**src/rtl/lspc_raster_timing_pkg.sv**
```systemverilog
// lspc_timing_pkg: default LSPC raster geometry, counter width and window compare helper.
package lspc_timing_pkg;
  localparam int CNT_W       = 9;
  localparam int H_TOTAL     = 384;
  localparam int V_TOTAL     = 264;
  localparam int H_SYNC_END  = 28;
  localparam int H_VIS_START = 56;
  localparam int H_VIS_END   = 376;
  localparam int V_SYNC_END  = 8;
  localparam int V_VIS_START = 16;
  localparam int V_VIS_END   = 240;

  typedef logic [CNT_W-1:0] cnt_t;

  typedef struct packed {
    logic nhsync;
    logic nvsync;
    logic nblank;
  } lvl_t;

  function automatic logic in_window(input cnt_t c, input cnt_t s, input cnt_t e);
    return (c >= s) && (c < e);
  endfunction
endpackage

```
**src/rtl/lspc_raster_timing_wrap_counter.sv**
```systemverilog
// lspc_wrap_counter: enable/wrap counter exposing its next value and a wrap-out strobe.
module lspc_wrap_counter
  import lspc_timing_pkg::*;
#(
  parameter int TOTAL = H_TOTAL
) (
  input  logic i_clk,
  input  logic i_rst_n,
  input  logic i_en,
  output cnt_t o_cnt,
  output cnt_t o_nxt,
  output logic o_wrap
);
  cnt_t r_cnt;
  logic w_wrap;
  cnt_t w_nxt;

  // o_nxt lets the owner register decodes on the same edge the count moves
  always_comb begin
    w_wrap = i_en && (r_cnt == cnt_t'(TOTAL - 1));
    w_nxt  = w_wrap ? '0 : i_en ? r_cnt + 1'b1 : r_cnt;
  end

  always_ff @(posedge i_clk or negedge i_rst_n)
    if (!i_rst_n) r_cnt <= '0;
    else          r_cnt <= w_nxt;

  assign o_cnt  = r_cnt;
  assign o_nxt  = w_nxt;
  assign o_wrap = w_wrap;
endmodule

```
**src/rtl/lspc_raster_timing.sv**
```systemverilog
// lspc_raster_timing: H/V raster counters with registered sync, blank, strobe and raster IRQ decodes.
module lspc_raster_timing
  import lspc_timing_pkg::*;
#(
  parameter int P_H_TOTAL     = H_TOTAL,
  parameter int P_V_TOTAL     = V_TOTAL,
  parameter int P_H_SYNC_END  = H_SYNC_END,
  parameter int P_H_VIS_START = H_VIS_START,
  parameter int P_H_VIS_END   = H_VIS_END,
  parameter int P_V_SYNC_END  = V_SYNC_END,
  parameter int P_V_VIS_START = V_VIS_START,
  parameter int P_V_VIS_END   = V_VIS_END
) (
  input  logic             CLK,
  input  logic             nRESET,
  input  logic             PCK_EN,
  input  logic [CNT_W-1:0] IRQ_LINE,
  input  logic             IRQ_EN,
  input  logic             IRQ_ACK,
  output logic [CNT_W-1:0] H_CNT,
  output logic [CNT_W-1:0] V_CNT,
  output logic             nHSYNC,
  output logic             nVSYNC,
  output logic             nBLANK,
  output logic             LINE_START,
  output logic             FRAME_START,
  output logic             nIRQ_RASTER
);
  cnt_t w_h_nxt, w_v_nxt;
  logic w_h_wrap, w_v_wrap;
  logic w_irq_set;
  lvl_t w_lvl, r_lvl;
  logic r_ls, r_fs, r_nirq;

  lspc_wrap_counter #(.TOTAL(P_H_TOTAL)) u_h (
    .i_clk  (CLK),
    .i_rst_n(nRESET),
    .i_en   (PCK_EN),
    .o_cnt  (H_CNT),
    .o_nxt  (w_h_nxt),
    .o_wrap (w_h_wrap)
  );

  lspc_wrap_counter #(.TOTAL(P_V_TOTAL)) u_v (
    .i_clk  (CLK),
    .i_rst_n(nRESET),
    .i_en   (w_h_wrap),
    .o_cnt  (V_CNT),
    .o_nxt  (w_v_nxt),
    .o_wrap (w_v_wrap)
  );

  // Next counts equal current counts when PCK_EN is low, so levels hold for free
  always_comb begin
    w_lvl.nhsync = !in_window(w_h_nxt, '0, cnt_t'(P_H_SYNC_END));
    w_lvl.nvsync = !in_window(w_v_nxt, '0, cnt_t'(P_V_SYNC_END));
    w_lvl.nblank = in_window(w_h_nxt, cnt_t'(P_H_VIS_START), cnt_t'(P_H_VIS_END)) &&
                   in_window(w_v_nxt, cnt_t'(P_V_VIS_START), cnt_t'(P_V_VIS_END));
    w_irq_set    = w_h_wrap && IRQ_EN && (w_v_nxt == IRQ_LINE);
  end

  // V wraps only on an H wrap, so its wrap-out marks both counters returning to 0
  always_ff @(posedge CLK or negedge nRESET)
    if (!nRESET) begin
      r_lvl  <= '0;
      r_ls   <= 1'b0;
      r_fs   <= 1'b0;
      r_nirq <= 1'b1;
    end else begin
      r_lvl  <= w_lvl;
      r_ls   <= w_h_wrap;
      r_fs   <= w_v_wrap;
      r_nirq <= w_irq_set ? 1'b0 : IRQ_ACK ? 1'b1 : r_nirq;
    end

  assign nHSYNC      = r_lvl.nhsync;
  assign nVSYNC      = r_lvl.nvsync;
  assign nBLANK      = r_lvl.nblank;
  assign LINE_START  = r_ls;
  assign FRAME_START = r_fs;
  assign nIRQ_RASTER = r_nirq;
endmodule

```
**config.mk**
```make
export PLATFORM = sky130hd
export DESIGN_NAME = lspc_raster_timing
export DESIGN_NICKNAME = d
export VERILOG_FILES = /design/src/rtl/lspc_raster_timing_pkg.sv /design/src/rtl/lspc_raster_timing_wrap_counter.sv /design/src/rtl/lspc_raster_timing.sv
export SDC_FILE = /design/constraint.sdc
export NUM_CORES = 1
export LEC_CHECK = 0
export BUFFER_PORTS_ARGS = -buffer_cell sky130_fd_sc_hd__buf_4
export CAP_MARGIN = 20
export CORE_UTILIZATION = 35
export DETAILED_ROUTE_END_ITERATION = 10
export HOLD_SLACK_MARGIN = 0.05
export PLACE_DENSITY = 0.6
export SLEW_MARGIN = 20
export SYNTH_ARGS = -nofsm -noshare
export SYNTH_HDL_FRONTEND = slang
export SYNTH_SLANG_ARGS = --single-unit
```
**constraint.sdc**
```tcl
create_clock -name CLK -period 5.7 [get_ports CLK]
set_input_delay 0.285 -clock CLK [delete_from_list [all_inputs] [get_ports CLK]]
set_output_delay 0.285 -clock CLK [all_outputs]
set_load 0.005 [all_outputs]
```
==> results of run 1 <==
synthesized netlist by cell type, drive strengths merged, types with 4 or more instances:
cell	count	share of area, %
a21oi	7	2.2
nor4	7	4.5
buf	7	2.4
nor2b	4	1.6
o21ai	6	1.9
nand4	13	6.1
xor2	4	2.7
nor2	13	3.1
nand2	9	2.1
xnor2	12	6.6
dfrtp	23	36
nand3	9	3.9
inv	10	2.4
cell usage in the layout, fill, tap and decap left out, types with 2 or more instances in the layout:
cell,netlist,layout
ha_1,2,2
nor2_1,13,13
nand4_1,12,12
nor2b_1,4,4
and4_1,3,3
nor3_1,2,2
a31oi_1,2,2
o21ai_0,4,4
nor4_2,2,2
o21a_1,2,2
nand2_1,9,9
xnor2_1,12,12
buf_4,1,37
or3_1,3,3
o21ai_1,2,2
dfrtp_1,23,23
nor4_1,4,4
inv_1,9,9
clkbuf_8,0,4
o211ai_1,2,2
a21oi_1,7,7
and3_1,2,2
xor2_1,3,3
mux2i_1,2,2
nand3_1,7,7
stage by stage:
stage	worst slack [ps]	hold WS (ps)
6_report	3250	257
5_1_grt	2990	282
4_1_cts	3250	257
3_5_place_dp	3280	205
3_3_place_gp	3340	204
2_1_floorplan	3480	-10.6
worst paths after layout:
| kind | startpoint | end | slack, ps | cells past startpoint |
|---|---|---|---|---|
| hold reg to reg | nIRQ_RASTER | nIRQ_RASTER | 500 | 2 |
| max in group asynchronous | nRESET | nIRQ_RASTER | 4980 | 2 |
| setup / recovery | u_h.o_cnt[0] | nIRQ_RASTER | 3250 | 7 |
| min in group asynchronous | nRESET | nHSYNC | 440 | 2 |
| setup reg to reg | u_h.o_cnt[0] | nIRQ_RASTER | 3250 | 7 |
| hold / removal | IRQ_ACK | nIRQ_RASTER | 260 | 3 |
final cells by class:
type	count	area share (%)
flip-flops and latches	24	30.7
inverters	11	2.11
repair buffers	38	14.7
well taps	52	3.32
clock buffers	4	2.81
multi-input cells	123	46.4
sequential cells by signal, indices dropped and copies added, names as in the netlist:
register / cells
u_v.o_cnt: 9
nIRQ_RASTER: 1
nVSYNC: 1
LINE_START: 1
nHSYNC: 1
u_h.o_cnt: 9
nBLANK: 1
FRAME_START: 1
where the power goes:
part	internal, mW	switching, mW	leakage, nW
logic	0.0770	0.0664	0.542
clock network	0.0618	0.0582	0.0288
registers	0.198	0.0444	0.308
critical path, cell delays in order (launching register included):
cell and delay, ps:
dfrtp_1 430, ha_1 250, nand3_2 190, nor4_1 360
mux2_2 400, or3_1 310, a311oi_1 310, a31oi_1 120
cell families (layout without fill, tap and decap cells):
logic type | after synthesis | in the layout | share of synthesized area, %
and+or+nand+nor | 72 | 72 | 30.2
buffers and inverters | 18 | 53 | 4.96
adders and majority gates | 2 | 2 | 1.57
DFF | 24 | 24 | 37.9
muxes | 3 | 3 | 1.97
xor gates and xnor gates | 17 | 17 | 10.7
AOI/OAI and AO/OA | 29 | 29 | 12.8
per-layer routing:
layer  share of wire [%]  vias up  global-route usage [%]
li1                    -      678                       -
met1                  49      652                    23.7
met2                  45       42                    25.0
met3                 5.0        2                    3.20
met4                0.40        0                    2.04
met5                   0        -                       0
==> results.toml, run 1 <==
[synthesis]
ys_types = 52
netlist_area_um2 = 1590
yosysWarnings = 0
avgSynthCellArea_um2 = 9.63
syn_inst = 165
ys_async_sr_fraction_pct = 100
synth_nets = 181
yosysSeqAreaShare_pct = 37.9
synth-edff-count = 0
synth-main-ff-cell = "dfrtp_1"
synth_seq_cells = 24

[finish]
area.sequential_um2 = 602
multi_input_area_um2 = 908
finish.utilization_pct = 45.0
finalNetCount = 217
syn_to_final_growth_pct = 23.3
fin_cells = 252
stdcell_area_um2 = 1960
antenna_cells = 0
final_layout_size_suffix_gt1_share_pct = 27.0
fill_cells = 441

[routing]
drt_wl_total_mm = 3.77
firstDrtPassIters = 4
drc = 0
final_antenna_net_count = 0
vias_per_cell = 5.45
drt_iter0_drc = 95
routedWlPerCell_um = 15.0
vias = 1374

[place]
placedCellCount = 247
dpl-instance-area_um2 = 1890
numPortBuffers = 37
gp_congestion = 0.780
dp_hpwl_mm = 2.76

[timing]
fin_crit_sh_pct = 43.0
report.final.hold_viol_count = 0
slew-limit-headroom_pct = 67.7
worstMarginPinSlew_ps = 480
rsz0062_at_grt = "no"
final_max_slew_viol_count = 0
max_freq_mhz = 408
final.min_clock_period_ps = 2450
setup_viol = 0
tns_ps = 0
finalClockSkew_ps = 3.45

[setup_path]
crit_fanout = 6
end_kind = "flip-flop"
crit_required_ps = 5890
crit_type = "flip-flop to flip-flop"
arrival_ps = 2640
startpoint_type = "flip-flop"

[clock_tree]
clock-sinks = 24
cts_resized = 0
clkTransAtPathRegs_ps = 90
clock_latency_ps = 270
cts_tree = "built"
cts_buffer_depth = 2
cts_buffers = 3
ctsRootBufferMaster = "clkbuf_8"
holdBufCountCts = 1
htree_levels = 1
cts_setup_buffers = 0

[die]
die_area_um2 = 4810
placementRows = 24
die_h_um = 69.4
design.core.area_um2 = 4350
die_x_um = 69.4
start_util_pct = 36.5
top_level_ports = 38

[hold_path]
min_path_type = "input port to flip-flop"

[power_and_ir_drop]
finalPower_mw = 0.505
ir_drop_mv = 0.225
leakage_nw = 0.879
power.density_nw_per_um2 = 258

[global_route]
first_global_vias = 1293
grt.total_usage_pct = 16.1
gr-total-overflow = 0
grt_start_max_net_pins = 25
antenna_found_initial = 0
grt_pass1_wl_mm = 6.31

[run_status]
status = "complete, no violations"

[job]
max_cap_viol_count = 0
Note: power is estimated with default switching activity, not from simulation.
==> run 2: changes to the inputs <==
--- a/config.mk
+++ b/config.mk
@@ -10,7 +10,7 @@
 export CORE_UTILIZATION = 35
 export DETAILED_ROUTE_END_ITERATION = 10
 export HOLD_SLACK_MARGIN = 0.05
-export PLACE_DENSITY = 0.6
+export PLACE_DENSITY = 0.62
 export SLEW_MARGIN = 20
 export SYNTH_ARGS = -nofsm -noshare
 export SYNTH_HDL_FRONTEND = slang
==> constraint.sdc (replaced) <==
create_clock -name CLK -period 2.05 [get_ports CLK]
set_input_delay 0.1025 -clock CLK [delete_from_list [all_inputs] [get_ports CLK]]
set_output_delay 0.1025 -clock CLK [all_outputs]
set_load 0.005 [all_outputs]
==> run 2 against run 1 <==
Effect of this change: the run now ends with negative setup slack left; critical path depth up 1; fmax grew 18%; combinational power grew to 5.0 times the previous value; non-clock buffer count increased by 48; total power rose to 3.5 times the previous value; sequential power increased to 2.6 times the previous value.
==> results.toml, run 2 (synthesized netlist as in run 1, its figures left out) <==
[timing]
whs_ps = 129
fin_ws_ps = -18.6
report.final.hold_viol_count = 0
setup_viol = 1
slew-limit-headroom_pct = 73.8
finalClockSkew_ps = 5.42
final.min_clock_period_ps = 2070
rsz0062_at_grt = "yes"
final_max_slew_viol_count = 0
max_freq_mhz = 483
worstMarginPinSlew_ps = 389
fin_crit_sh_pct = 101

[clock_tree]
clkTransAtPathRegs_ps = 90
cts_buffers = 3
cts_buffer_depth = 2
ctsRootBufferMaster = "clkbuf_8"
clock_latency_ps = 280
clock-sinks = 24
htree_levels = 1
cts_tree = "built"

[hold_path]
min_to = "nIRQ_RASTER"
holdPathStages = 3
min_path_type = "input port to flip-flop"
hp-start = "IRQ_ACK"

[global_route]
gr-total-overflow = 0
grt_start_max_net_pins = 25
grt.total_usage_pct = 19.1
grt_pass1_wl_mm = 7.33
first_global_vias = 1538
antenna_found_initial = 0

[setup_path]
startpoint_type = "flip-flop"
r2r_cells = 8
worstReg2RegEnd = "nIRQ_RASTER"
end_kind = "flip-flop"
arrival_ps = 2270
reg2reg_from = "u_v.o_cnt[1]"
crit_required_ps = 2250
crit_fanout = 5
crit_type = "flip-flop to flip-flop"
timing.reg2reg.setup_slack_ps = -20

[die]
die_h_um = 69.4
die_x_um = 69.4
start_util_pct = 36.5
design.core.area_um2 = 4350
die_area_um2 = 4810
top_level_ports = 38
placementRows = 24

[place]
placedCellCount = 278
dpl-instance-area_um2 = 2160
gp_congestion = 0.848
numPortBuffers = 37
dp_hpwl_mm = 3.35

[power_and_ir_drop]
power_switching_mw = 0.547
pwr-share-clk_pct = 24.2
ir_drop_mv = 0.607
power.internal_mw = 1.23
comb_power_share_pct = 40.0
leakage_nw = 1.19
power.density_nw_per_um2 = 711
sequentialPowerShare_pct = 35.8
swShare_pct = 30.8
finalPower_mw = 1.77

[finish]
final_layout_size_suffix_gt1_share_pct = 48.8
fill_cells = 396
stdcell_area_um2 = 2500
antenna_cells = 0
finalNetCount = 265
final_cell_mix = "buf_4, dfrtp_1, nor2_1"
finish.utilization_pct = 57.3
multi_input_area_um2 = 1060
area.sequential_um2 = 607
fin_cells = 300
mostFrequentLayoutCell = "buf_4"
syn_to_final_growth_pct = 57.1

[run_status]
status = "finished with violations"
violations = "negative setup slack"

[routing]
routedWlPerCell_um = 15.5
drt_wl_total_mm = 4.66
vias = 1611
vias_per_cell = 5.37
drt_iter0_drc = 89
firstDrtPassIters = 4
drc = 0
final_antenna_net_count = 0

[job]
max_cap_viol_count = 0
-- run 2: changes by cell type in the layout (fill, tap and decap cells not counted), sizes merged --
cell and change:
buf +48, bufinv +1, clkbuf -1, clkinv -1
inv +1
-- run 2: layout make-up --
| cell class | count | area share (%) |
|---|---|---|
| multi-input cells | 123 | 42.6 |
| clock buffers | 3 | 1.65 |
| flip-flops and latches | 24 | 24.3 |
| repair buffers | 86 | 26.0 |
| well taps | 52 | 2.61 |
| inverters | 11 | 1.65 |
| clock inverters | 1 | 1.20 |
-- run 2: what timing repair did --
action,CTS,global route
pin swaps,1,13
endpoints found under the hold margin,24,0
cloned,0,0
hold buffers,1,0
resized for setup,5,19
setup buffers,2,15
setup endpoints to repair,2,3
-- run 2: critical path: stages, from the launching register on --
cell      delay, ps
dfrtp_1         360
buf_4           130
ha_4            160
and4bb_1        250
a21oi_1          80
mux2_4          270
or3_4           360
a311oi_2        260
a31oi_1         120
-- run 2: per-stage QoR --
stage	setup slack, ps	TNS [ps]
3_3_place_gp	-31.6	-31.6
2_1_floorplan	20.7	0
5_1_grt	-121	-238
6_report	-18.6	-18.6
4_1_cts	0.324	0
3_5_place_dp	-45.7	-45.7
-- run 2: power groups by stage --
| stage | clock network [mW] | registers [mW] | logic (mW) |
|---|---|---|---|
| floorplan | 0 | 0.680 | 0.229 |
| global placement | 0 | 0.648 | 0.587 |
| detailed placement | 0 | 0.647 | 0.595 |
| CTS | 0.436 | 0.635 | 0.639 |
| global route | 0.451 | 0.648 | 0.779 |
| finish | 0.430 | 0.635 | 0.711 |
-- run 2: metal layers --
metal | share of wire, % | track usage, % | vias up
met5 | 0 | 0 | -
met4 | 1.8 | 3.85 | 0
met1 | 42 | 24.8 | 761
met3 | 5.9 | 4.22 | 8
met2 | 50 | 32.6 | 66
li1 | - | - | 776
-- run 2: worst max-delay path by stage --
stage | startpoint | endpoint | slack (ps) | depth (start not counted)
after global placement | u_h.o_cnt[5] | nIRQ_RASTER | -30 | 6
final | u_v.o_cnt[1] | nIRQ_RASTER | -20 | 8
after floorplan | u_h.o_cnt[0] | nIRQ_RASTER | 20 | 7
after detailed placement | u_h.o_cnt[1] | nIRQ_RASTER | -50 | 7
after global routing | u_v.o_cnt[1] | nIRQ_RASTER | -120 | 8
after CTS | u_h.o_cnt[0] | nIRQ_RASTER | 0.3 | 7
==> run 3: changes to the inputs <==
--- a/config.mk
+++ b/config.mk
@@ -7,6 +7,7 @@
 export LEC_CHECK = 0
 export BUFFER_PORTS_ARGS = -buffer_cell sky130_fd_sc_hd__buf_4
 export CAP_MARGIN = 20
+export CORE_ASPECT_RATIO = 1.2
 export CORE_UTILIZATION = 35
 export DETAILED_ROUTE_END_ITERATION = 10
 export HOLD_SLACK_MARGIN = 0.05
==> run 3 against run 2 <==
Effect of this change: the flow now finishes without violations; count of clock-buffer cells in the layout rose by 1; final cell count is 3.3% lower; fmax increased by 4.1%; critical endpoint unchanged; highest routed layer unchanged.
==> results.toml, run 3 (synthesized netlist as in run 1, its figures left out) <==
[run_status]
status = "complete, no violations"

[timing]
final_max_slew_viol_count = 0
fin_ws_ps = 62.6
slew-limit-headroom_pct = 73.2
max_freq_mhz = 503
whs_ps = 76.1
fin_crit_sh_pct = 96.9
report.final.hold_viol_count = 0
finalClockSkew_ps = 8.29
worstMarginPinSlew_ps = 398
final.min_clock_period_ps = 1990
rsz0062_at_grt = "yes"
setup_viol = 0

[setup_path]
reg2reg_from = "u_h.o_cnt[7]"
crit_type = "flip-flop to flip-flop"
path_cells = "nand4b_1 > nor4_4 > xor2_2 > or3_1 > a311oi_2 > a31oi_1"
timing.reg2reg.setup_slack_ps = 60
crit_required_ps = 2240
end_kind = "flip-flop"
arrival_ps = 2170
crit_fanout = 5
startpoint_type = "flip-flop"
slowest_stage = "dfrtp_1"
worstReg2RegEnd = "nIRQ_RASTER"
r2r_cells = 6
max_stage_delay_ps = 420

[finish]
fill_cells = 409
final_cell_mix = "buf_4, dfrtp_1, nor2_1"
mostFrequentLayoutCell = "buf_4"
syn_to_final_growth_pct = 45.0
finish.utilization_pct = 53.6
finalNetCount = 251
antenna_cells = 0
final_layout_size_suffix_gt1_share_pct = 42.7

[global_route]
gr-total-overflow = 0
grt_pass1_wl_mm = 6.71
grt.total_usage_pct = 18.1
antenna_found_initial = 0
first_global_vias = 1511
grt_start_max_net_pins = 25

[routing]
drc = 0
vias_per_cell = 5.22
routedWlPerCell_um = 14.2
firstDrtPassIters = 4
vias = 1515
drt_wl_total_mm = 4.13
drt_iter0_drc = 56
final_antenna_net_count = 0

[power_and_ir_drop]
leakage_nw = 1.09
finalPower_mw = 1.54
power.density_nw_per_um2 = 669
ir_drop_mv = 0.717

[hold_path]
min_to = "nIRQ_RASTER"
hp-start = "IRQ_ACK"
holdPathStages = 3
min_path_type = "input port to flip-flop"

[die]
top_level_ports = 38
die_x_um = 63.5
start_util_pct = 37.0
design.core.area_um2 = 4290
die_h_um = 75.8
placementRows = 26
die_area_um2 = 4810

[clock_tree]
ctsRootBufferMaster = "clkbuf_8"
cts_buffer_depth = 2
clock_latency_ps = 260
clkTransAtPathRegs_ps = 90
clock-sinks = 24
cts_tree = "built"
htree_levels = 1
cts_buffers = 3

[place]
numPortBuffers = 37
dp_hpwl_mm = 3.27
gp_congestion = 0.829
post-place-ws_ps = -19.9

[job]
max_cap_viol_count = 0
## run 3: layer usage
layer / vias up / track usage (%) / share of wire [%]
li1: 745 / - / -
met5: - / 0 / 0
met2: 37 / 35.0 / 52
met3: 4 / 2.40 / 3.3
met4: 0 / 5.81 / 1.2
met1: 729 / 20.6 / 44
## run 3: cell type report
type / instances / area (um2) / share of cell area [%]
multi-input combinational: 123 / 983 / 42.7
sequential: 24 / 608 / 26.4
timing repair buffer: 72 / 543 / 23.6
tap: 56 / 70.1 / 3.04
clock buffer: 4 / 55.1 / 2.39
inverter: 11 / 43.8 / 1.90
## run 3: metrics by stage
stage | instance area [um2] | setup TNS, ps | instances
3_3_place_gp | 2190 | -23.5 | 285
5_1_grt | 2300 | -99.7 | 290
6_report | 2300 | 0 | 290
4_1_cts | 2280 | 0 | 290
2_1_floorplan | 1620 | 0 | 165
3_5_place_dp | 2190 | -19.9 | 285
## run 3: power by group
group          switching [mW]  internal (mW)
clock                   0.145          0.171
combinational           0.251          0.330
sequential             0.0892          0.554
total                   0.486           1.05
## run 3: worst max path at each step
stage,startpoint,end,slack [ps],cells past startpoint
2_1_floorplan,u_h.o_cnt[0],nIRQ_RASTER,20,7
3_3_place_gp,u_h.o_cnt[5],nIRQ_RASTER,-20,6
3_5_place_dp,u_h.o_cnt[1],nIRQ_RASTER,-20,7
4_1_cts,u_h.o_cnt[1],nIRQ_RASTER,20,7
5_1_grt,u_h.o_cnt[1],nBLANK,-50,6
6_report,u_h.o_cnt[7],nIRQ_RASTER,60,6
## run 3: critical path: cells and delay by family, from the launching register on
kind             cells  cell delay, ps
flip-flops           1             420
XOR/XNOR             1             130
AO/OA/AOI/OAI        2             340
AND/OR/NAND/NOR      3            1020
## run 3: what timing repair did
item | in CTS | in global routing
endpoints found under the hold margin | 24 | 0
buffers inserted | 0 | 0
endpoints found under the setup margin | 2 | 3
resized for setup | 5 | 9
hold buffers | 1 | 0
gates cloned | 0 | 0
pin swaps | 0 | 2
